## src/rtl/filt_map_pkg.sv

```systemverilog
// Shared definitions for the cubic code <-> cutoff mapping.
// map_freq/map_cube are the single source of f(c) for both conversion directions.
package filt_map_pkg;

    localparam int unsigned MDefault    = 10;
    localparam int unsigned NDefault    = 15;
    localparam int unsigned FmaxDefault = 20000;
    localparam int unsigned FminDefault = 20;
    localparam int unsigned IntW        = 64;

    typedef enum logic [1:0] {StIdle, StCube, StCmp, StDone} state_e;

    // f from a precomputed c^3; the divide by 2^(3M) is a plain shift of the full product
    function automatic logic [IntW-1:0] map_cube(input logic [IntW-1:0] cube,
                                                 input int unsigned     m,
                                                 input int unsigned     fmax,
                                                 input int unsigned     fmin);
        logic [IntW-1:0] prod;
        prod = IntW'(fmax - fmin) * cube;
        return (prod >> (3 * m)) + IntW'(fmin);
    endfunction

    function automatic logic [IntW-1:0] map_freq(input logic [IntW-1:0] c,
                                                 input int unsigned     m,
                                                 input int unsigned     fmax,
                                                 input int unsigned     fmin);
        return map_cube(c * c * c, m, fmax, fmin);
    endfunction

endpackage

```

## src/rtl/cubic_map.sv

```systemverilog
// Combinational code-to-cutoff evaluator working from the cube of the code.
module cubic_map
    import filt_map_pkg::*;
#(
    parameter int unsigned M    = MDefault,
    parameter int unsigned N    = NDefault,
    parameter int unsigned FMAX = FmaxDefault,
    parameter int unsigned FMIN = FminDefault
) (
    input  logic [3*M-1:0] cube,
    output logic [N-1:0]   freq
);

    // f never exceeds FMAX, so the narrowing to N bits is lossless for sane parameters
    assign freq = N'(map_cube(IntW'(cube), M, FMAX, FMIN));

endmodule

```

## src/rtl/freq_to_code.sv

```systemverilog
// Cutoff-to-code converter: successive-approximation search over the cubic map,
// one code bit per CUBE/CMP pair, valid/ready handshakes on both sides.
module freq_to_code
    import filt_map_pkg::*;
#(
    parameter int unsigned M    = MDefault,
    parameter int unsigned N    = NDefault,
    parameter int unsigned FMAX = FmaxDefault,
    parameter int unsigned FMIN = FminDefault
) (
    input  logic         clk,
    input  logic         reset,
    input  logic         in_valid,
    output logic         in_ready,
    input  logic [N-1:0] freq_in,
    output logic         out_valid,
    input  logic         out_ready,
    output logic [M-1:0] code_out,
    output logic         under_out
);

    localparam int unsigned IdxW = (M > 1) ? $clog2(M) : 1;
    localparam logic [N-1:0] FminN = N'(FMIN);

    state_e          state_q, state_d;
    logic [N-1:0]    freq_q, freq_d;
    logic [IdxW-1:0] idx_q, idx_d;
    logic [M-1:0]    result_q, result_d;
    logic [3*M-1:0]  cube_q, cube_d;
    logic            under_q, under_d;

    logic [M-1:0]    trial;
    logic [3*M-1:0]  trial_w;
    logic [N-1:0]    trial_freq;

    // result_q and idx_q are untouched between CUBE and CMP, so trial is rebuilt rather than stored
    assign trial   = result_q | (M'(1) << idx_q);
    assign trial_w = (3 * M)'(trial);

    cubic_map #(
        .M    (M),
        .N    (N),
        .FMAX (FMAX),
        .FMIN (FMIN)
    ) u_cubic_map (
        .cube (cube_q),
        .freq (trial_freq)
    );

    always_ff @(posedge clk or posedge reset) begin
        if (reset) begin
            state_q  <= StIdle;
            freq_q   <= '0;
            idx_q    <= '0;
            result_q <= '0;
            cube_q   <= '0;
            under_q  <= 1'b0;
        end else begin
            state_q  <= state_d;
            freq_q   <= freq_d;
            idx_q    <= idx_d;
            result_q <= result_d;
            cube_q   <= cube_d;
            under_q  <= under_d;
        end
    end

    always_comb begin
        state_d   = state_q;
        freq_d    = freq_q;
        idx_d     = idx_q;
        result_d  = result_q;
        cube_d    = cube_q;
        under_d   = under_q;
        in_ready  = 1'b0;
        out_valid = 1'b0;
        unique case (state_q)
            StIdle: begin
                in_ready = 1'b1;
                if (in_valid) begin
                    freq_d   = freq_in;
                    idx_d    = IdxW'(M - 1);
                    result_d = '0;
                    under_d  = 1'b0;
                    state_d  = StCube;
                end
            end
            StCube: begin
                cube_d  = trial_w * trial_w * trial_w;
                state_d = StCmp;
            end
            StCmp: begin
                if (trial_freq <= freq_q) begin
                    result_d = trial;
                end
                if (idx_q == '0) begin
                    under_d = (freq_q < FminN);
                    state_d = StDone;
                end else begin
                    idx_d   = idx_q - 1'b1;
                    state_d = StCube;
                end
            end
            StDone: begin
                out_valid = 1'b1;
                if (out_ready) begin
                    state_d = StIdle;
                end
            end
            default: state_d = StIdle;
        endcase
    end

    assign code_out  = result_q;
    assign under_out = under_q;

endmodule

```

## config.mk

```make
export PLATFORM = sky130hd
export DESIGN_NAME = freq_to_code
export DESIGN_NICKNAME = d
export VERILOG_FILES = /design/src/rtl/filt_map_pkg.sv /design/src/rtl/cubic_map.sv /design/src/rtl/freq_to_code.sv
export SDC_FILE = /design/constraint.sdc
export NUM_CORES = 1
export LEC_CHECK = 0
export ABC_AREA = 1
export BUFFER_PORTS_ARGS = -buffer_cell sky130_fd_sc_hd__buf_2
export CORE_MARGIN = 2
export CORE_UTILIZATION = 55
export DETAILED_ROUTE_END_ITERATION = 10
export PLACE_DENSITY = 0.74
export SETUP_SLACK_MARGIN = 0.02
export SYNTH_ARGS = -nofsm -noshare
export SYNTH_HDL_FRONTEND = slang
export SYNTH_SLANG_ARGS = --single-unit
```

## constraint.sdc

```tcl
create_clock -name clk -period 8.8 [get_ports clk]
set_clock_uncertainty 0.1 [all_clocks]
set_input_delay 1.76 -clock clk [delete_from_list [all_inputs] [get_ports clk]]
set_output_delay 1.76 -clock clk [all_outputs]
set_load 0.01 [all_outputs]
```

==> results of run 1 <==
Yosys cell counts, drive strengths merged (2+ instances only):
library cell	count
o211ai	3
nand4	16
a21oi	100
fa	279
o21ai	80
clkinv	2
nand3	79
xnor2	22
dfrtp	62
a21boi	2
nor3	20
inv	591
o21bai	12
xor2	18
nand3b	6
a31oi	10
nor4	4
a21o	13
ha	286
clkbuf	33
o21a	3
or2	21
nand2	523
nor2	207
worst max-delay path: cells and delay by family (launching register included):
kind / cells / cell delay, ns
fa+ha+maj: 12 / 5.65
simple gates: 10 / 1.40
compound gates: 7 / 1.03
flops: 1 / 0.47
buf+inv: 6 / 0.42
xor+xnor: 1 / 0.12
final timing paths:
check,end,cells after the start,from,slack [ns]
max in group asynchronous,cube_q[1],3,reset,6.48
min in group asynchronous,idx_q[3],3,reset,1.53
worst min register to register,under_out,2,under_out,0.42
worst max-delay path,cube_q[20],36,idx_q[3],-0.58
worst min-delay path,under_out,2,under_out,0.42
worst max register to register,cube_q[20],36,idx_q[3],-0.58
per-layer routing:
layer  part of all wire [%]  vias to the layer above  GRT usage [%]
met5                      0                        -              0
met4                    4.4                        0          11.05
met3                    4.7                      148          3.423
met2                     51                      497          52.34
met1                     40                     7824          33.41
li1                       -                     7799              -
registers in the layout, summed over array words and instances (netlist names):
signal     cells
state_q        2
under_out      1
cube_q        30
idx_q          4
freq_q        15
code_out      10
timing repair:
item / in CTS / in global routing
resized for setup: 97 / 137
pin swaps: 76 / 72
endpoints found under the setup margin: 20 / 21
cloned: 0 / 0
buffers inserted: 23 / 26
through the flow:
stage / utilization, % / hold WS [ns] / area, um^2
global route: 68.30 / 0.4849 / 22330
finish: 68.30 / 0.4183 / 22330
detailed placement: 63.44 / 0.4050 / 20740
floorplan: - / 0.3553 / 18760
global placement: 63.44 / 0.3941 / 20740
CTS: 66.13 / 0.4220 / 21630
final cells by class:
type	count	area, um^2	share of cell area [%]
Clock buffer	10	239.0	1.070
Timing Repair Buffer	270	2032	9.098
Tap cell	442	553.0	2.476
Multi-Input combinational cell	1711	15640	70.05
Sequential cell	62	1555	6.964
Inverter	593	2241	10.03
Clock inverter	6	70.07	0.3137
cell families after synthesis:
kind of cell / Yosys count
simple gates: 877
buf+inv: 627
fa+ha+maj: 565
compound gates: 227
flops: 62
xor+xnor: 40
other cells: 1
==> impl_results.md, run 1 <==
* Number of diodes at 0
* GR Overflow Total at 0
* Main combinational cell family by area after synthesis: adder cells
* Area delta synth->final at 21.69%
* Hold Fails Final Rpt at 0
* Ys Warns at 0
* CP max stage cell: fa_1
* CP max stage delay at 0.56 ns
* Async S/R FF share, synth at 100.0%
* CTS tree: built
* Setup WS post-layout at -0.5836 ns
* WL/cell at ~16 um
* Initial drt markers at 843
* Global-route wire length before repair at 80,010 um
* Post-synthesis compound-gate area fraction at under 10%
* Dpl cells at 3,032
* Pins Over Slew Limit at 0
* DP Wirelength at 40,730 um
* Tmin final at about 9.4 ns
* Final setup viols at 17
* Commonest non-fill, non-tap cell in the layout: inv_1
* DRT antenna net count at 0
* Final nets at 3,231
* Worst hold path type: flop to flop
* Clock sink count at 62
* Core area at 32,700 um^2
* Mapped Area at 18,350 um^2
* Initial antenna violation count at 0
* Post-Synth Simple-Gate Area at 19.75%
* Die height at 186.7 um
* Via/cell ratio at 5.258
* Mux contribution to synthesized area at 0%
* Post-synth cell types at 46
* CTS Buf Count at 9
* Syn Area/Cell at ~7.7 um^2
* Starting Density at 56.12%
* Global Route Usage Sum at roughly 28%
* WP data arrival at 9.47 ns
* Num rows at 66
* Most used cell, CP: fa_1
* Setup crit start kind: flop
* Status: complete, but fails checks
* Critical path class: flop to flop
* Die ar. at around 35,000 um^2
* Synth Area in XOR/XNOR at 2.073%
* Fin crit share at 106.6%
* Hold-fix buffers, CTS at 0
* Worst-path fanout max at 6
* Setup_tns at -6.830 ns
* Vias at ~16,000
* MaxCap Viol Count at 0
* CTS max path bufs at 2
* Die W at 186.7 um
* Relative slew slack at 22.25%
* Largest cells by area after synthesis: fa_1, ha_1, inv_1, nand2_1, dfrtp_1
* Worst-margin pin slew at 1.162 ns
* Number of synthesized flops with an enable pin at 0
* Crit. End Element: flop
* Root Buffer: clkbuf_16
* Failing checks: negative setup slack
* H-tree depth at 3
* Vias in the first global route at 16,840
* Drt drc at 0
* Adder-cell share of the synthesized area at 49.93%
* Top-area cell type share of the netlist area at roughly 30%
* #FFs+latches synth at 62
* Commonest cells after routing, fill and taps aside: inv_1, nand2_1, fa_1
* I/O pin cnt at 32
* Pre-CTS setup slack at -0.7381 ns
* CP required at 8.89 ns
* Final std cells w/o fill at 3,094
* Clock transition at path regs at 0.07 ns
* GPL Wtd Cong at 1.033
* Largest net degree at the start of global routing at 63
* First-pass DRT Iterations at 5
* Ys flop type: dfrtp_1
* Sequential share of the synthesized area at ~8.5%
* Fill cells at around 2,600
* Peak Freq at roughly 110 MHz
* Total wire length at 49,630 um
* RSZ-0062 raised after global routing: yes
* Cell taking the most area after synthesis: fa_1
* Clock latency on the worst-skew pair at 0.36 ns
* I/O Buffers at 31
* Post-Syn Instances at 2,399
* Layout cells sized above 1 at 20.40%
Power of run 1 is left out: the tool's default activity adds up to more than one toggle a clock period on the data nets, which glitch-free logic cannot reach.
==> run 2, diff against run 1 <==
- ABC_AREA: 1 -> 0
- BUFFER_PORTS_ARGS: -buffer_cell sky130_fd_sc_hd__buf_2 -> default
- DONT_BUFFER_PORTS: default -> 1
- PLACE_DENSITY: 0.74 -> 0.83
==> impl_results.md, run 2 <==
* Pre-CTS setup slack at -1.280 ns
* Hold-fix buffers, CTS at 0
* Final nets at between 2,000 and 3,000
* CTS tree: built
* Vias at 15,480
* Die height at 180.9 um
* GPL Wtd Cong at 0.9484
* FF+latch area at 1564 um^2
* Fill cells at between 1,500 and 2,000
* Register-to-register setup slack at -1.21 ns
* Commonest non-fill, non-tap cell in the layout: inv_1
* Area delta synth->final at 22.98%
* Vias in the first global route at 16,010
* Final setup viols at 18
* Max FFs per register at 30
* Initial drt markers at 1,426
* Total wire length at 51,450 um
* DRT antenna net count at 0
* Drt drc at 0
* MaxCap Viol Count at 0
* Fin crit share at 113.7%
* Setup WS post-layout at -1.205 ns
* Worst hold path type: flop to flop
* RSZ-0062 raised after global routing: yes
* Multi-input combinational cell area at 14,790 um^2
* Peak Freq at 99.95 MHz
* I/O Buffers at 0
* Via/cell ratio at 5.893
* Failing checks: negative setup slack
* CP max stage cell: fa_1
* Number of diodes at 0
* Crit. End Element: flop
* #FFs+latches synth at 62
* Pins Over Slew Limit at 0
* Count leader, synth: inv_1
* WL/cell at 19.59 um
* CP max stage delay at 0.55 ns
* Setup crit start kind: flop
* Most used cell, CP: fa_1
* Root Buffer: clkbuf_16
* GR Overflow Total at 0
* Min Hold Slack at 0.4209 ns
* Clock sink count at 62
* Initial antenna violation count at 1
* Worst-path fanout max at 15
* Post-synth cell types at 68
* First-pass DRT Iterations at 6
* CP required at 8.91 ns
* Mapped Area at between 15,000 and 20,000 um^2
* Ys flop type: dfrtp_1
* DP Wirelength at 37,240 um
* Clock transition at path regs at 0.06 ns
* Num rows at 64
* Syn Area/Cell at just under 9 um^2
* Status: complete, but fails checks
* Async S/R FF share, synth at 100.0%
* Top-area cell type share of the netlist area at 32.45%
* CTS max path bufs at 2
* Critical path class: flop to flop
* Starting Density at between 50% and 60%
* Most frequent cells after synthesis: inv_1, ha_1, fa_1, nand2_1, nor2_1
* Global Route Usage Sum at 29.82%
* Core area at between 30,000 and 40,000 um^2
* Global-route wire length before repair at 78,640 um
* Number of synthesized flops with an enable pin at 0
* Cell taking the most area after synthesis: fa_1
* Worst-margin pin slew at about 1.2 ns
* Clock latency on the worst-skew pair at 0.35 ns
* CTS Buf Count at 9
* Die ar. at 32,720 um^2
* Commonest cells after routing, fill and taps aside: inv_1, buf_4, fa_1
* Layout cells sized above 1 at 22.90%
* Post-Syn Instances at 1,952
* Hold Fails Final Rpt at 0
* Largest net degree at the start of global routing at 63
* Ys Warns at 0
* I/O pin cnt at 32
* Sequential share of the synthesized area at 9.015%
* Largest Register: cube_q
* WP data arrival at 10.12 ns
* Tmin final at approximately 10 ns
* H-tree depth at 3
* Largest cells by area after synthesis: fa_1, ha_1, inv_1, dfrtp_1, nand2_1
* Relative slew slack at a little under a quarter
* Die W at 180.9 um
-- run 2: logic make-up after synthesis --
family / count (synthesis) / share of synthesized area, %
flip-flops: 62 / 9.015
adder cells (fa/ha/maj): 565 / 53.25
multiplexers: 21 / 1.265
buffers and inverters: 476 / 10.43
other: 1 / 0.02179
XOR/XNOR: 73 / 3.715
AND/OR/NAND/NOR: 483 / 12.40
AO/OA/AOI/OAI: 271 / 9.902
-- run 2: per-layer routing --
metal	wire length [um]	share of wire (%)	GRT usage [%]	vias to the layer above
li1	-	-	-	6731
met1	19480	38	37.37	7581
met2	24700	48	49.99	867
met3	4156	8.1	5.886	300
met4	3102	6.0	13.32	2
met5	13	0.025	0	-
-- run 2: final timing paths --
path,from,endpoint,depth (start not counted)
max,idx_q[3],cube_q[28],42
max in group asynchronous,reset,cube_q[20],2
min in group asynchronous,reset,freq_q[13],2
min,freq_q[0],freq_q[0],2
min reg2reg,freq_q[0],freq_q[0],2
max reg2reg,idx_q[3],cube_q[28],42
-- run 2: layout make-up --
class | count | area share (%)
timing repair buffer | 308 | 11.30
inverter | 430 | 7.655
clock buffer | 10 | 1.129
tap | 396 | 2.341
multi-input combinational | 1415 | 69.86
sequential | 62 | 7.389
clock inverter | 6 | 0.3310
-- run 2: through the flow --
step	setup TNS (ns)	instances	instance area, um^2	utilization, %
global placement	-9.528	2544	19740	64.38
finish	-14.40	2627	21170	69.01
global route	-21.87	2627	21170	69.01
detailed placement	-14.21	2544	19740	64.38
CTS	-10.71	2591	20540	66.97
floorplan	-6.205	1953	17650	-
-- run 2: what timing repair did --
item | CTS | global route
setup endpoints to repair | 22 | 31
cloned | 0 | 1
pin swaps | 59 | 58
gates resized for setup | 61 | 81
setup buffers | 31 | 35
-- run 2: critical path: cells and delay by family (launching register included) --
family	cells	cell delay, ns
AO/OA/AOI/OAI	14	2.29
XOR/XNOR	2	0.36
adder cells (fa/ha/maj)	10	4.38
buffers and inverters	11	1.17
flip-flops	1	0.45
AND/OR/NAND/NOR	5	1.10
Power of run 2 is left out for the same reason.
